`src/rtl/ra_stack_param_if.sv`:
```
// ---------------------------------------------------------------------------
// ra_stack_param_if
// Bundles the request and status signals of the return-address stack so the
// core (or a bench) connects through one port.
//   master modport : drives stack_ena, clear, push, pop, push_din, pop_din;
//                    observes every status output.
//   slave modport  : the stack itself; the reverse directions.
// Parameters: WIDTH = address width, CW = occupancy count width.
// ---------------------------------------------------------------------------
interface ra_stack_param_if #(
   parameter int WIDTH = 32,
   parameter int CW    = 5
);

   logic             stack_ena;
   logic             clear;
   logic             push;
   logic             pop;
   logic [WIDTH-1:0] push_din;
   logic [WIDTH-1:0] pop_din;
   logic [WIDTH-1:0] stack_top;
   logic [CW-1:0]    stack_count;
   logic             stack_full;
   logic             stack_empty;
   logic             stack_mismatch;
   logic [WIDTH-1:0] mismatch_addr;
   logic             overflow;
   logic             underflow;

   modport master (
      output stack_ena, clear, push, pop, push_din, pop_din,
      input  stack_top, stack_count, stack_full, stack_empty,
             stack_mismatch, mismatch_addr, overflow, underflow
   );

   modport slave (
      input  stack_ena, clear, push, pop, push_din, pop_din,
      output stack_top, stack_count, stack_full, stack_empty,
             stack_mismatch, mismatch_addr, overflow, underflow
   );

endinterface

```
`src/rtl/ra_stack_param.sv`:
```
// ---------------------------------------------------------------------------
// ra_stack_param
// Return-address stack used as a control-flow integrity checker. Calls push
// the link address, returns pop and compare the real target against the
// stored one. Supports simultaneous push+pop (coroutine swap), flush, a
// drop-or-overwrite overflow policy and sticky or pulsed mismatch reporting.
//
// Ports:
//   clk  : clock
//   Rst  : synchronous active-high reset
//   bus  : ra_stack_param_if.slave
//          in : stack_ena, clear, push, pop, push_din, pop_din
//          out: stack_top (0 when empty), stack_count, stack_full,
//               stack_empty, stack_mismatch, mismatch_addr,
//               overflow (pulse), underflow (pulse)
// Parameters: WIDTH, DEPTH (>=2, any value), OVF_WRAP (0 drop / 1 overwrite
//   oldest), STICKY (1 hold mismatch / 0 pulse), CW (derived count width).
// ---------------------------------------------------------------------------
module ra_stack_param #(
   parameter int WIDTH    = 32,
   parameter int DEPTH    = 16,
   parameter int OVF_WRAP = 0,
   parameter int STICKY   = 1,
   parameter int CW       = $clog2(DEPTH + 1)
) (
   input  logic               clk,
   input  logic               Rst,
   ra_stack_param_if.slave    bus
);

   localparam int            PW    = $clog2(DEPTH);
   localparam logic [PW-1:0] LAST  = PW'(DEPTH - 1);
   localparam logic [CW-1:0] FULLC = CW'(DEPTH);

   logic [WIDTH-1:0] mem [DEPTH];
   logic [PW-1:0]    tp;
   logic [CW-1:0]    count;
   logic             mismatch_q;
   logic [WIDTH-1:0] maddr_q;
   logic             ovf_q;
   logic             unf_q;

   logic             empty;
   logic             full;
   logic [PW-1:0]    tp_inc;
   logic [PW-1:0]    tp_dec;
   logic             do_push;
   logic             do_pop;
   logic [WIDTH-1:0] top_val;
   logic             mm_event;

   // Occupancy flags and modulo-DEPTH pointer neighbours. DEPTH need not be a
   // power of two, so the wrap is an explicit compare rather than overflow.
   always_comb begin
      empty    = (count == '0);
      full     = (count == FULLC);
      tp_inc   = (tp == LAST) ? '0 : tp + 1'b1;
      tp_dec   = (tp == '0) ? LAST : tp - 1'b1;
      do_push  = bus.stack_ena & bus.push;
      do_pop   = bus.stack_ena & bus.pop;
      top_val  = mem[tp];
      mm_event = do_pop & ~empty & (bus.pop_din != top_val);
   end

   // Entry storage. A swap (push+pop on a non-empty stack) replaces the top in
   // place; otherwise a push lands one above the top, which when full and
   // wrapping is the oldest slot. Contents are never reset - count guards them.
   always_ff @(posedge clk) begin
      if (!Rst && !bus.clear && do_push) begin
         if (do_pop && !empty) begin
            mem[tp] <= bus.push_din;
         end else if (!full || (OVF_WRAP != 0)) begin
            mem[tp_inc] <= bus.push_din;
         end
      end
   end

   // Pointer, count and reporting flags. Reset wins over clear, clear wins over
   // any request. overflow/underflow are single-cycle pulses recomputed every
   // edge. In sticky mode only the first mismatch is captured.
   always_ff @(posedge clk) begin
      if (Rst) begin
         tp         <= '0;
         count      <= '0;
         mismatch_q <= 1'b0;
         maddr_q    <= '0;
         ovf_q      <= 1'b0;
         unf_q      <= 1'b0;
      end else if (bus.clear) begin
         count      <= '0;
         mismatch_q <= 1'b0;
         maddr_q    <= '0;
         ovf_q      <= 1'b0;
         unf_q      <= 1'b0;
      end else begin
         ovf_q <= do_push & ~do_pop & full;
         unf_q <= do_pop & empty;

         if (STICKY != 0) begin
            if (mm_event && !mismatch_q) begin
               mismatch_q <= 1'b1;
               maddr_q    <= bus.pop_din;
            end
         end else begin
            mismatch_q <= mm_event;
            if (mm_event) begin
               maddr_q <= bus.pop_din;
            end
         end

         if (do_push && do_pop) begin
            if (empty) begin
               tp    <= tp_inc;
               count <= CW'(1);
            end
         end else if (do_push) begin
            if (!full) begin
               tp    <= tp_inc;
               count <= count + 1'b1;
            end else if (OVF_WRAP != 0) begin
               tp <= tp_inc;
            end
         end else if (do_pop && !empty) begin
            tp    <= tp_dec;
            count <= count - 1'b1;
         end
      end
   end

   assign bus.stack_top      = empty ? '0 : top_val;
   assign bus.stack_count    = count;
   assign bus.stack_full     = full;
   assign bus.stack_empty    = empty;
   assign bus.stack_mismatch = mismatch_q;
   assign bus.mismatch_addr  = maddr_q;
   assign bus.overflow       = ovf_q;
   assign bus.underflow      = unf_q;

endmodule

```
`src/flat_wrapper.sv`:
```
// flat-port wrapper written by rule: the top's interface ports become plain ports
module ra_stack_param_flat 
#(
   parameter int WIDTH    = 32,
   parameter int DEPTH    = 16,
   parameter int OVF_WRAP = 0,
   parameter int STICKY   = 1,
   parameter int CW       = $clog2(DEPTH + 1)
)
  (clk, Rst, bus_stack_ena, bus_clear, bus_push, bus_pop, bus_push_din, bus_pop_din, bus_stack_top, bus_stack_count, bus_stack_full, bus_stack_empty, bus_stack_mismatch, bus_mismatch_addr, bus_overflow, bus_underflow);
  ra_stack_param_if #(.WIDTH(WIDTH), .CW(CW)) bus_i ();
  input  logic clk;
  input  logic Rst;
  input wire logic [$bits(bus_i.stack_ena)-1:0] bus_stack_ena;
  input wire logic [$bits(bus_i.clear)-1:0] bus_clear;
  input wire logic [$bits(bus_i.push)-1:0] bus_push;
  input wire logic [$bits(bus_i.pop)-1:0] bus_pop;
  input wire logic [$bits(bus_i.push_din)-1:0] bus_push_din;
  input wire logic [$bits(bus_i.pop_din)-1:0] bus_pop_din;
  output wire logic [$bits(bus_i.stack_top)-1:0] bus_stack_top;
  output wire logic [$bits(bus_i.stack_count)-1:0] bus_stack_count;
  output wire logic [$bits(bus_i.stack_full)-1:0] bus_stack_full;
  output wire logic [$bits(bus_i.stack_empty)-1:0] bus_stack_empty;
  output wire logic [$bits(bus_i.stack_mismatch)-1:0] bus_stack_mismatch;
  output wire logic [$bits(bus_i.mismatch_addr)-1:0] bus_mismatch_addr;
  output wire logic [$bits(bus_i.overflow)-1:0] bus_overflow;
  output wire logic [$bits(bus_i.underflow)-1:0] bus_underflow;
  assign bus_i.stack_ena = bus_stack_ena;
  assign bus_i.clear = bus_clear;
  assign bus_i.push = bus_push;
  assign bus_i.pop = bus_pop;
  assign bus_i.push_din = bus_push_din;
  assign bus_i.pop_din = bus_pop_din;
  assign bus_stack_top = bus_i.stack_top;
  assign bus_stack_count = bus_i.stack_count;
  assign bus_stack_full = bus_i.stack_full;
  assign bus_stack_empty = bus_i.stack_empty;
  assign bus_stack_mismatch = bus_i.stack_mismatch;
  assign bus_mismatch_addr = bus_i.mismatch_addr;
  assign bus_overflow = bus_i.overflow;
  assign bus_underflow = bus_i.underflow;
  ra_stack_param #(.WIDTH(WIDTH), .DEPTH(DEPTH), .OVF_WRAP(OVF_WRAP), .STICKY(STICKY), .CW(CW)) u_core (.clk(clk), .Rst(Rst), .bus(bus_i));
endmodule
```
`config.mk`:
```
export PLATFORM = sky130hd
export DESIGN_NAME = ra_stack_param_flat
export DESIGN_NICKNAME = d
export VERILOG_FILES = /design/src/rtl/ra_stack_param_if.sv /design/src/rtl/ra_stack_param.sv /design/src/flat_wrapper.sv
export SDC_FILE = /design/constraint.sdc
export NUM_CORES = 1
export LEC_CHECK = 0
export CAP_MARGIN = 20
export CORE_MARGIN = 10
export CORE_UTILIZATION = 35
export DETAILED_ROUTE_END_ITERATION = 7
export GPL_TIMING_DRIVEN = 1
export HOLD_SLACK_MARGIN = 0.1
export SYNTH_ARGS = -nofsm -noshare
export SYNTH_HDL_FRONTEND = slang
export SYNTH_SLANG_ARGS = --single-unit
export TNS_END_PERCENT = 5
```
`constraint.sdc`:
```
create_clock -name clk -period 10 [get_ports clk]
set_input_delay 1 -clock clk [delete_from_list [all_inputs] [get_ports clk]]
set_output_delay 1 -clock clk [all_outputs]
set_load 0.1 [all_outputs]
```
# [Yosys cells after proc, flatten, opt, wreduce, memory -nomap -nowiden]
# Memories as Yosys holds them, arrays and structs flattened. A register that Yosys moved wholly into a read port is not among the register bits.
# Index checks and enable logic that the tools add are counted.
[totals] register_bits=44 mem_bits_rw=512 in_bits=70 output_inout_bits=74 word_cells=67 n_memories=1
[mem_list] memory="u_core.mem" words=16 width=32 read_ports=1 rd_clocked_by_memory_dff=1 write_ports=1 line_no="ra_stack_param.sv:35" rtl="logic [WIDTH-1:0] mem [DEPTH];"
[op_classes] add_sub_neg=4 n_eq_ne=5 muxes=25 bitwise=10 reduce_logical=16
[ops] op="32-bit 2-to-1 mux" count=2
[ops] op="4-bit 2-to-1 mux" count=10
[ops] op="32-bit != test" count=1
[ops] op="32-bit OR reduction" count=1
[ops] op="5-bit 2-to-1 mux" count=5
[ops] op="1-bit 2-to-1 mux" count=8
[ops] op="1-bit bitwise AND" count=7
[ops] op="5-bit by 1-bit adder with 5-bit output, second input constant" count=1
[ops] op="5-bit equality test, second input constant" count=1
[ops] op="1-bit logical AND" count=5
[ops] op="5-bit zero test" count=1
[ops] op="5-bit by 1-bit subtractor with 5-bit output, second input constant" count=1
[ops] op="4-bit by 1-bit adder with 4-bit output, second input constant" count=1
[ops] op="4-bit equality test, second input constant" count=1
[ops] op="1-bit zero test" count=4
[ops] op="4-bit zero test" count=1
[ops] op="4-bit AND reduction" count=1
[ops] op="4-bit by 1-bit subtractor with 4-bit output, second input constant" count=1
[ops] op="3-bit != test, second input constant" count=1
[ops] op="1-bit inverter" count=3
[ops] op="3-bit AND reduction" count=1
[ops] op="3-bit nonzero test" count=1
[ops] op="2-bit by 1-bit != test with 1-bit output, second input constant" count=1
[ops] op="2-bit OR reduction" count=1

# [Longest topological paths before layout]
[depth] word_depth=8 mapped_depth=16 mapped_depth_nobuf=9

# [Least setup slack after synthesis]
# OpenSTA, ideal clock, no wires.
[synth_path] path_type="register to output" from="reg u_core.count[1] (netlist: u_core.bus.stack_count[1])" to="out bus_stack_top[28]" arrival_ps=4836 required_ps=9000 slack_ps=4164 path_stages_with_launch=6 n_path_buf=1 cell_sequence="dfxtp_1 nor4_1 nand2_1 inv_1 clkbuf_1 nor4b_1"
[synth_between] elab_chain_len=2
[synth_rtl] item="start, declared" line_no="ra_stack_param.sv:37" rtl="logic [CW-1:0] count;"
[synth_rtl] item="start signal, assigned" line_no="ra_stack_param.sv:119" rtl="count <= count + 1'b1;"
[synth_rtl] item="start signal, assigned" line_no="ra_stack_param.sv:125" rtl="count <= count - 1'b1;"
[synth_rtl] item="5-bit zero test" line_no="ra_stack_param.sv:55" rtl="empty = (count == '0);"
[synth_rtl] item="32-bit 2-to-1 mux" line_no="ra_stack_param.sv:130" rtl="assign bus.stack_top = empty ? '0 : top_val;"
[synth_rtl] item="end, declared" line_no="flat_wrapper.sv:20" rtl="output wire logic [$bits(bus_i.stack_top)-1:0] bus_stack_top;"
# No other way between the ends.

==> results.sh <==
export IMPL_place_ws_ns=4.576
export IMPL_status="finished clean"
export IMPL_cp_data_required_time_ns=9.00
export IMPL_critPathKind="reg2out"
export IMPL_seqCellArea_mm2=0.01635
export IMPL_min_period_over_period=0.6056
export IMPL_cts_max_path_buffers=3
export IMPL_finalWeightedCongestion=0.8721
export IMPL_die_h_um=280.9
export IMPL_grt_pass1_vias=14319
export IMPL_synth_top_area_cell="edfxtp_1"
export IMPL_syn_num_nets=1559
export IMPL_p_per_area_mw_per_mm2=190.8
export IMPL_areaGrowthSynthToFinish_pct=18.01
export IMPL_maxSlewViolCount=0
export IMPL_dieArea_mm2=0.07891
export IMPL_slew_headroom=0.2797
export IMPL_p_sw_mw=1.307
export IMPL_worstHoldPathType="reg2reg"
export IMPL_cts_hold_buf=0
export IMPL_swShare=0.2437
export IMPL_core_area_mm2=0.06728
export IMPL_finalCriticalPeriod_ns=6.056
export IMPL_ys_flop_type="edfxtp_1"
export IMPL_drtAntennaViolNets=0
export IMPL_skew_ns=0.02194
export IMPL_first_iter_violations=2062
export IMPL_regToRegEndpoint="u_core.bus.mismatch_addr[22]"
export IMPL_cp_endpoint="bus_stack_top[18]"
export IMPL_postCtsSetupBuffers=0
export IMPL_placed_cell_area_mm2=0.02620
export IMPL_antenna_found_initial=6
export IMPL_clk_latency_ns=0.62
export IMPL_antenna_cells=0
export IMPL_fin_area_mm2=0.02812
export IMPL_cts_tree="done"
export IMPL_rrSetupSlack_ns=4.54
export IMPL_nets=1701
export IMPL_drc=0
export IMPL_worstPathMaxFanout=46
export IMPL_utilization=0.4179
export IMPL_yosys_warnings=0
export IMPL_cp_arrival_ns=5.06
export IMPL_setup_tns_ns=0
export IMPL_worstSetupStartpointType="flip-flop"
export IMPL_dieWidth_um=280.9
export IMPL_ioPinCount=144
export IMPL_synthArstFlopShare=0
export IMPL_cp_end_kind="output pin"
export IMPL_hpwlAfterDp_mm=43.99
export IMPL_routedWlPerCell_um=27.98
export IMPL_fmax_mhz=165.1
export IMPL_synth_edf_count=512
export IMPL_grt_max_degree=134
export IMPL_ys_types=72
export IMPL_num_fill_cells=6016
export IMPL_worst_pin_slew_ns=1.077
export IMPL_gr_total_overflow=0
export IMPL_io_buffers=143
export IMPL_grt_pass1_wl_mm=101.2
export IMPL_combPwrFrac=0.109
export IMPL_cts_clk_slew_worst_paths_ns=0.06
export IMPL_peakVddDrop_v=0.0001129
export IMPL_cts_buffers=55
export IMPL_clkSinkCount=560
export IMPL_total_power_mw=5.363
export IMPL_worst_slack_ns=3.944
export IMPL_p_leak_nw=8.867
export IMPL_grt_setup_unrepaired="no"
export IMPL_finalHoldViolations=0
export IMPL_grt_use_total=0.1760
export IMPL_final_layout_size_suffix_gt1_frac=0.1532
export IMPL_internal_power_mw=4.056
export IMPL_final_cell_count_no_fill=2544
export IMPL_syn_area_per_cell_um2=16.07
export IMPL_cts_root_buf="clkbuf_16"
export IMPL_cts_resized=0
export IMPL_htreeDepth=2
export IMPL_holdWs_ns=0.5079
export IMPL_num_vias=14773
export IMPL_syn_area_mm2=0.02383
export IMPL_seq_area_frac_synth=0.6856
export IMPL_drt_total_wl_mm=71.18
export IMPL_dp_cells=2441
export IMPL_setup_viol=0
export IMPL_clkPwrFrac=0.411
export IMPL_netlist_instances=1483
export IMPL_drv_cap=0
export IMPL_initial_core_util=0.3541
export IMPL_synth_top_cell_area_share=0.6453
export IMPL_num_rows=95
export IMPL_seq_power_share=0.481
export IMPL_multi_input_area_mm2=0.006965
export IMPL_dr_pass1_iters=6
export IMPL_via_per_inst=5.807
export IMPL_synthTopCellsByArea="edfxtp_1 65%, mux4_2 6.8%, mux2i_1 4.7%"
export IMPL_ys_seq_elements=560
export IMPL_rr_worst_depth=10
==> cells in the final DEF (no fill, tap or decap), drive strengths merged, types with 6 or more instances in the layout <==
master,n
or2,6
nand2b,9
a211oi,7
mux2i,113
bufinv,11
and3,34
dfxtp,48
a2bb2oi,33
nor4b,6
nor2,67
edfxtp,512
o211ai,6
mux4,72
nor4,12
a21oi,27
clkinv,24
nand2,65
buf,37
a22oi,52
clkdlybuf4s50,143
clkbuf,66
o311ai,33
nor2b,6
mux2,28
a31oi,7
xor2,8
xnor2,6
nor3,30
inv,21
nand3,13
a32oi,6
o22ai,13
o21ai,60
==> synthesized netlist by cell type, types with 32 or more instances <==
cell type / number
a22oi_1: 52
mux4_2: 72
nor2_1: 67
nand2_1: 65
dfxtp_1: 48
o21ai_0: 60
a2bb2oi_1: 33
clkbuf_1: 40
o311ai_1: 32
mux2i_1: 113
and3_1: 34
edfxtp_1: 512
==> state kept, by name, indices dropped and copies added (netlist names), named ones only <==
register and cells:
u_core.bus.mismatch_addr 32, u_core.bus.stack_mismatch 1, u_core.bus.overflow 1, u_core.mem 512, u_core.bus.stack_count 5, u_core.tp 4
u_core.bus.underflow 1
==> critical path, cell delays in order (launching register included) <==
cell and delay, ns:
dfxtp_4 0.77, buf_4 0.78, nor2b_1 0.43, a22oi_1 0.26, a21oi_1 0.14, nor4_1 0.64
clkdlybuf4s50_1 1.27
==> layout make-up <==
cell class	instances	area share
inverters	20	0.002670
multi-input cells	808	0.2477
clock inverters	37	0.01700
well taps	873	0.03885
flip-flops and latches	560	0.5813
repair buffers	180	0.06123
clock buffers	66	0.05117
==> metal layers <==
layer	GRT usage	wire (um)
met1	0.2423	29830
met5	0	13
met4	0.04342	1563
met3	0.05855	8344
met2	0.2637	31430
==> cell families (layout without fill, tap and decap cells) <==
kind of cell / Yosys count / count (layout) / share of synthesized area
xor gates and xnor gates: 14 / 14 / 0.005147
muxes: 213 / 213 / 0.1288
AOI/OAI and AO/OA: 297 / 297 / 0.09069
buffers and inverters: 115 / 303 / 0.02762
adders and majority gates: 6 / 6 / 0.003466
and+or+nand+nor: 278 / 278 / 0.05866
DFF: 560 / 560 / 0.6856
==> worst min-delay path by stage <==
stage / from / cells past startpoint / slack [ns] / to
floorplan: u_core.tp[1] / 2 / 0.55 / flip-flop
global placement: u_core.bus.mismatch_addr[8] / 2 / 0.49 / u_core.bus.mismatch_addr[8]
detailed placement: u_core.bus.mismatch_addr[12] / 2 / 0.50 / u_core.bus.mismatch_addr[12]
CTS: u_core.bus.mismatch_addr[18] / 2 / 0.51 / u_core.bus.mismatch_addr[18]
global route: u_core.bus.mismatch_addr[17] / 2 / 0.54 / u_core.bus.mismatch_addr[17]
finish: u_core.bus.mismatch_addr[12] / 2 / 0.51 / u_core.bus.mismatch_addr[12]
==> power by group through the flow <==
stage | Clock (mW) | Combinational (mW) | Sequential, mW
after global routing | 2.33 | 0.609 | 2.58
after floorplan | 0 | 0.352 | 2.65
after global placement | 0 | 0.573 | 2.63
after detailed placement | 0 | 0.577 | 2.63
after CTS | 2.23 | 0.579 | 2.58
final | 2.20 | 0.583 | 2.58
Note: power is estimated with default switching activity, not from simulation.
